### src/rtl/isqrt_bsearch_seq.sv
`default_nettype none
//==============================================================================
// Module      : isqrt_bsearch_seq
// Description : Sequential integer square root by binary search over the root
//               range 0 .. 2^OUT_W-1. One operation in flight, start/done
//               handshake, floor or ceil result per operation, remainder
//               (always relative to the floor root) and exact flag.
// Ports       : clk        - rising-edge clock
//               rst        - synchronous active-high reset
//               start      - request, accepted only while busy == 0
//               n_in       - radicand, sampled on the accepting edge
//               ceil_mode  - sampled with n_in; 1 = ceil(sqrt), 0 = floor(sqrt)
//               busy       - high from the cycle after accept through done
//               done       - one-cycle pulse; root/rem/exact valid from here
//               root       - floor or ceil root (OUT_W+1 bits)
//               rem        - n - floor_root^2
//               exact      - rem == 0
// Revision    : 1.0 - initial release
//==============================================================================
module isqrt_bsearch_seq #(
    parameter int IN_W = 16
) (
    input  logic                      clk,
    input  logic                      rst,
    input  logic                      start,
    input  logic [IN_W-1:0]           n_in,
    input  logic                      ceil_mode,
    output logic                      busy,
    output logic                      done,
    output logic [(IN_W+1)/2:0]       root,
    output logic [IN_W-1:0]           rem,
    output logic                      exact
);

    localparam int OUT_W  = (IN_W + 1) / 2;
    localparam int SQ_W   = 2 * OUT_W;
    localparam int ITER_W = $clog2(OUT_W + 1);
    localparam logic [ITER_W-1:0] C_LAST_ITER = ITER_W'(OUT_W - 1);

    typedef enum logic [2:0] {
        S_IDLE = 3'd0,
        S_SQ   = 3'd1,
        S_CMP  = 3'd2,
        S_FIN  = 3'd3,
        S_DONE = 3'd4
    } state_t;

    state_t r_state;
    state_t w_next;

    // Latched operands
    logic [IN_W-1:0]   r_n;
    logic              r_ceil;

    // Search state
    logic [OUT_W-1:0]  r_lo;
    logic [OUT_W-1:0]  r_hi;
    logic [OUT_W-1:0]  r_mid;
    logic [SQ_W-1:0]   r_sq;
    logic [ITER_W-1:0] r_iter;

    // Registered outputs
    logic              r_busy;
    logic              r_done;
    logic [OUT_W:0]    r_root;
    logic [IN_W-1:0]   r_rem;
    logic              r_exact;

    // Datapath
    logic [OUT_W:0]    w_sum;
    logic              w_unused_sum_lsb;
    logic [OUT_W-1:0]  w_mid;
    logic [SQ_W-1:0]   w_mid_ext;
    logic [SQ_W-1:0]   w_mid_sq;
    logic [SQ_W-1:0]   w_n_ext;
    logic [SQ_W-1:0]   w_f_ext;
    logic [SQ_W-1:0]   w_f_sq;
    logic [SQ_W-1:0]   w_rem_full;
    logic              w_rem_zero;
    logic              w_accept;

    // The +1 biases mid upward so that lo=mid always makes progress; the sum
    // carries one extra bit so lo+hi+1 never wraps.
    assign w_sum            = {1'b0, r_lo} + {1'b0, r_hi} + (OUT_W+1)'(1);
    assign w_mid            = w_sum[OUT_W:1];
    assign w_unused_sum_lsb = w_sum[0];
    assign w_mid_ext        = {{OUT_W{1'b0}}, w_mid};
    assign w_mid_sq         = w_mid_ext * w_mid_ext;

    // For odd IN_W the square is wider than n; compare zero-extended.
    assign w_n_ext    = SQ_W'(r_n);
    assign w_f_ext    = {{OUT_W{1'b0}}, r_lo};
    assign w_f_sq     = w_f_ext * w_f_ext;
    // lo^2 <= n after the search, so the difference fits in IN_W bits.
    assign w_rem_full = w_n_ext - w_f_sq;
    assign w_rem_zero = (w_rem_full == '0);

    assign w_accept = (r_state == S_IDLE) && start;

    //--------------------------------------------------------------------------
    // State register
    //--------------------------------------------------------------------------
    always_ff @(posedge clk) begin
        if (rst) begin
            r_state <= S_IDLE;
        end else begin
            r_state <= w_next;
        end
    end

    //--------------------------------------------------------------------------
    // Next-state logic
    //--------------------------------------------------------------------------
    always_comb begin
        w_next = r_state;
        case (r_state)
            S_IDLE: begin
                if (start) begin
                    w_next = S_SQ;
                end
            end
            S_SQ: begin
                w_next = S_CMP;
            end
            S_CMP: begin
                // The range starts at 2^OUT_W values and halves each pass.
                if (r_iter == C_LAST_ITER) begin
                    w_next = S_FIN;
                end else begin
                    w_next = S_SQ;
                end
            end
            S_FIN: begin
                w_next = S_DONE;
            end
            S_DONE: begin
                w_next = S_IDLE;
            end
            default: begin
                w_next = S_IDLE;
            end
        endcase
    end

    //--------------------------------------------------------------------------
    // Datapath and output registers
    //--------------------------------------------------------------------------
    always_ff @(posedge clk) begin
        if (rst) begin
            r_n     <= '0;
            r_ceil  <= 1'b0;
            r_lo    <= '0;
            r_hi    <= '0;
            r_mid   <= '0;
            r_sq    <= '0;
            r_iter  <= '0;
            r_busy  <= 1'b0;
            r_done  <= 1'b0;
            r_root  <= '0;
            r_rem   <= '0;
            r_exact <= 1'b0;
        end else begin
            // busy/done are registered images of the upcoming state
            r_busy <= (w_next != S_IDLE);
            r_done <= (w_next == S_DONE);

            case (r_state)
                S_IDLE: begin
                    if (w_accept) begin
                        r_n    <= n_in;
                        r_ceil <= ceil_mode;
                        r_lo   <= '0;
                        r_hi   <= '1;
                        r_iter <= '0;
                    end
                end
                S_SQ: begin
                    r_mid <= w_mid;
                    r_sq  <= w_mid_sq;
                end
                S_CMP: begin
                    if (r_sq <= w_n_ext) begin
                        r_lo <= r_mid;
                    end else begin
                        r_hi <= r_mid - OUT_W'(1);
                    end
                    r_iter <= r_iter + ITER_W'(1);
                end
                S_FIN: begin
                    r_rem   <= w_rem_full[IN_W-1:0];
                    r_exact <= w_rem_zero;
                    if (r_ceil && !w_rem_zero) begin
                        r_root <= {1'b0, r_lo} + (OUT_W+1)'(1);
                    end else begin
                        r_root <= {1'b0, r_lo};
                    end
                end
                default: begin
                end
            endcase
        end
    end

    assign busy  = r_busy;
    assign done  = r_done;
    assign root  = r_root;
    assign rem   = r_rem;
    assign exact = r_exact;

endmodule
`default_nettype wire

### config.mk
export PLATFORM = sky130hd
export DESIGN_NAME = isqrt_bsearch_seq
export DESIGN_NICKNAME = d
export VERILOG_FILES = /design/src/rtl/isqrt_bsearch_seq.sv
export SDC_FILE = /design/constraint.sdc
export NUM_CORES = 1
export LEC_CHECK = 0
export ABC_CLOCK_PERIOD_IN_PS = 8700
export BUFFER_PORTS_ARGS = -buffer_cell sky130_fd_sc_hd__buf_4
export CORE_MARGIN = 5
export CORE_UTILIZATION = 45
export CTS_BUF_LIST = sky130_fd_sc_hd__clkbuf_2
export CTS_CLUSTER_SIZE = 24
export DETAILED_ROUTE_END_ITERATION = 16
export HOLD_SLACK_MARGIN = 0.1
export PLACE_DENSITY = 0.61
export SLEW_MARGIN = 25
export SYNTH_ARGS = -nofsm -noshare
export SYNTH_HDL_FRONTEND = slang
export SYNTH_SLANG_ARGS = --single-unit
### constraint.sdc
create_clock -name clk -period 8.7 [get_ports clk]
set_input_delay 2.175 -clock clk [delete_from_list [all_inputs] [get_ports clk]]
set_output_delay 2.175 -clock clk [all_outputs]
set_load 0.005 [all_outputs]
==> reports/qor.json <==
{
  "yosys_register_bits": 90,
  "initial_core_util": 0.453,
  "vias": 6964,
  "critical_path.reg2reg.endpoint": "r_sq[15]$_SDFFE_PP0P_",
  "p_clk_frac": 0.208,
  "final.period_utilization": 0.744,
  "first_iter_violations": 358,
  "timing.hold.worst.start": "r_sq[13]$_SDFFE_PP0P_",
  "fillCellCount": 1883,
  "cap_viol_max_count": 0,
  "synth_top_cell_by_area": "dfxtp_1",
  "post_drt_via_cell_ratio": 5.36,
  "worstSkewPairLatency_ps": 640,
  "cts-hold-fix-buffers": 0,
  "drive_above_1_share": 0.0874,
  "post_cts_buffers": 0,
  "post_synth_main_area_contributors": "dfxtp_1 (21%), fa_1 (15%), ha_1 (14%), inv_1 (7.2%), nand2_1 (5.7%)",
  "numClockSinks": 90,
  "route.antenna.remaining_nets": 0,
  "port_buffers": 47,
  "final_critical_path_setup_slack_ps": 2220,
  "synthCells": 1045,
  "worst_ir_drop_vdd_mv": 0.0643,
  "cts_buffer_depth": 2,
  "critPathCaptureType": "register",
  "yosysUniqueCellTypes": 67,
  "worst-slew-pin-transition_ps": 984,
  "utilization": 0.486,
  "grt-ovfl-total": 0,
  "routed_wirelength_mm": 20.2,
  "worstHoldPathType": "reg2reg",
  "rsz0062_at_grt": "false",
  "grt_pass1_vias": 6676,
  "design.final.nets": 1235,
  "floorplan.die_area_mm2": 0.0215,
  "finalWeightedCongestion": 0.865,
  "mappedNetlistArea_mm2": 0.00838,
  "layout-area-overhead-vs-synth_pct": 7.48,
  "timing.reg2reg.worst_path_depth": 23,
  "floorplan.io_pins": 48,
  "hold_depth": 2,
  "power.share.combinational": 0.403,
  "power_leakage_nw": 4.16,
  "antenna_found_initial": 1,
  "global_route_wire_length_before_repair_mm": 33.3,
  "cp.arrival_ps": 7020,
  "layoutNonFillerInstCount": 1299,
  "critical_path.reg2reg.startpoint": "r_lo[2]$_SDFFE_PP0P_",
  "syn_area_per_cell_um2": 8.02,
  "fp-row-count": 50,
  "detailedPlacementHpwl_mm": 15.7,
  "pin_count_of_the_biggest_net_entering_global_routing": 79,
  "finalCriticalPeriod_ps": 6480,
  "hold_slack_ps": 473,
  "worst-endpoint-required_ps": 9250,
  "clk_root_buffer_cell": "clkbuf_2",
  "net_count_of_the_mapped_netlist": 1221,
  "die_height_um": 146,
  "hold_path_end": "r_sq[13]$_SDFFE_PP0P_",
  "post_cts_resize_count": 0,
  "clkTransAtPathRegs_ps": 280,
  "placeableCoreArea_mm2": 0.0185,
  "fin_setup_tns_ps": 0,
  "chipWidth_um": 146,
  "asyncSetResetFlopFracSynth": 0,
  "power_per_cell_area_mw_per_mm2": 130,
  "clock.fmax_ghz": 0.154,
  "fin_total_pwr_mw": 1.17,
  "setup_viol": 0,
  "run_status": "complete, no violations",
  "finalMaxSlewViolations": 0,
  "final-hold-violation-count": 0,
  "ys_seq_area_frac": 0.215,
  "category_of_the_most_critical_setup_path": "reg2reg",
  "cts_tree": "yes",
  "route.detailed.drc": 0,
  "dpl.cell_count": 1282,
  "first_pass_iters": 5,
  "dp_slack_ps": 2330,
  "total_grt_usage": 0.189,
  "reg2reg_slack_ps": 2220,
  "power_report.internal_total_uw": 699,
  "synth.top_cell.area_share": 0.215,
  "cts_max_level": 3,
  "synth_enable_flop_cells": 0,
  "switching_share": 0.403,
  "drt-wirelength-per-cell_um": 15.6,
  "crit_path_max_fanout": 12,
  "dpl_cell_area_mm2": 0.00888,
  "postLayoutCellArea_mm2": 0.00901,
  "inserted_clock_buffers": 9,
  "skew_ps": 38.2,
  "slew-limit-headroom": 0.342,
  "synth.yosys.warnings": 0,
  "switchingPower_uw": 471,
  "share_seq_of_total_power": 0.389,
  "synth-main-ff-cell": "dfxtp_1",
  "worst_setup_path_start_kind": "register"
}
## power by group through the flow
stage               Sequential, mW  Combinational, mW  Clock [mW]
global placement             0.462              0.467           0
finish                       0.455              0.471       0.243
CTS                          0.455              0.477       0.255
floorplan                    0.454              0.367           0
detailed placement           0.463              0.473           0
global route                 0.459              0.540       0.272
## per-layer routing
layer,vias to the layer above,track usage,part of all wire
met5,-,0,0
met4,0,0.0715,0.026
met3,33,0.0174,0.025
met2,122,0.329,0.49
met1,3275,0.244,0.46
li1,3534,-,-
## how the worst max path moves through the flow
stage | startpoint | to | slack [ps] | cells past startpoint
global route | r_lo[2]$_SDFFE_PP0P_ | r_sq[15]$_SDFFE_PP0P_ | 1710 | 23
global placement | r_lo[1]$_SDFFE_PP0P_ | r_sq[15]$_SDFFE_PP0P_ | 2490 | 22
finish | r_lo[2]$_SDFFE_PP0P_ | r_sq[15]$_SDFFE_PP0P_ | 2220 | 23
floorplan | r_lo[1]$_SDFFE_PP0P_ | r_sq[15]$_SDFFE_PP0P_ | 2730 | 25
detailed placement | r_lo[1]$_SDFFE_PP0P_ | r_sq[15]$_SDFFE_PP0P_ | 2330 | 23
CTS | r_lo[1]$_SDFFE_PP0P_ | r_sq[15]$_SDFFE_PP0P_ | 2240 | 23
## layout by cell type, fill, tap and decap left out, drive strengths merged, types with 13 or more instances in the layout
cell type / count
nand3: 24
ha: 95
o21ai: 29
xnor2: 29
a21oi: 92
buf: 54
a211oi: 14
nand2: 129
inv: 164
and2: 15
nand4: 13
dfxtp: 90
o211ai: 14
fa: 61
nor2: 70
nor3: 20
## registers in the layout, indices dropped and copies added, names as in the netlist
signal / cells
busy: 1
done: 1
exact: 1
r_ceil: 1
r_hi: 8
r_iter: 4
r_lo: 8
r_mid: 8
r_n: 16
r_sq: 14
r_state: 3
rem: 16
root: 9
## final cells by class
class	count	area (um^2)	share of cell area
multi-input cells	744	5780	0.641
inverters	160	601	0.0667
repair buffers	54	405	0.0450
diodes	1	2.50	0.000278
flip-flops and latches	90	1800	0.200
clock buffers	9	45.0	0.00500
clock inverters	7	83.8	0.00931
well taps	234	293	0.0325
## critical path: stages, from the launching register on
cell      delay [ps]
dfxtp_1          660
ha_1             340
nor2b_1          140
o21ai_0          200
a21boi_0         140
o21ai_0          230
nand2_1          100
xnor2_1          630
inv_1            230
nand2_1          150
inv_1             60
fa_1             460
fa_1             550
inv_1             60
fa_1             500
fa_1             540
inv_1             50
ha_1             330
nand2_1           60
o21ai_0          280
a21oi_1          130
a21oi_1          180
xnor3_1          240
a21oi_1          140
## kinds of logic (layout without fill, tap and decap cells)
| kind of cell | Yosys count | after routing | share of synthesized area |
|---|---|---|---|
| xor+xnor | 40 | 40 | 0.0434 |
| fa+ha+maj | 156 | 156 | 0.288 |
| compound gates | 224 | 224 | 0.175 |
| other cells | 0 | 1 | 0 |
| mux | 5 | 5 | 0.00612 |
| buf+inv | 211 | 230 | 0.0966 |
| simple gates | 319 | 319 | 0.177 |
| flops | 90 | 90 | 0.215 |
## cell usage after synthesis, types with 6 or more instances
library cell	instances
ha_1	95
or2_2	6
xnor2_1	29
nand2b_1	6
inv_1	160
a21o_1	11
xor2_1	10
a311oi_1	6
fa_1	61
a21oi_1	91
clkbuf_1	37
nand2_1	128
o211ai_1	13
o21ai_0	28
and3_1	6
o221ai_1	6
a31oi_1	9
nor2_1	70
buf_2	7
a211oi_1	13
nor3_1	20
o21a_1	7
dfxtp_1	90
nand3_1	24
nand4_1	13
and2_1	15
No activity file was read; power rests on OpenSTA's default activity.
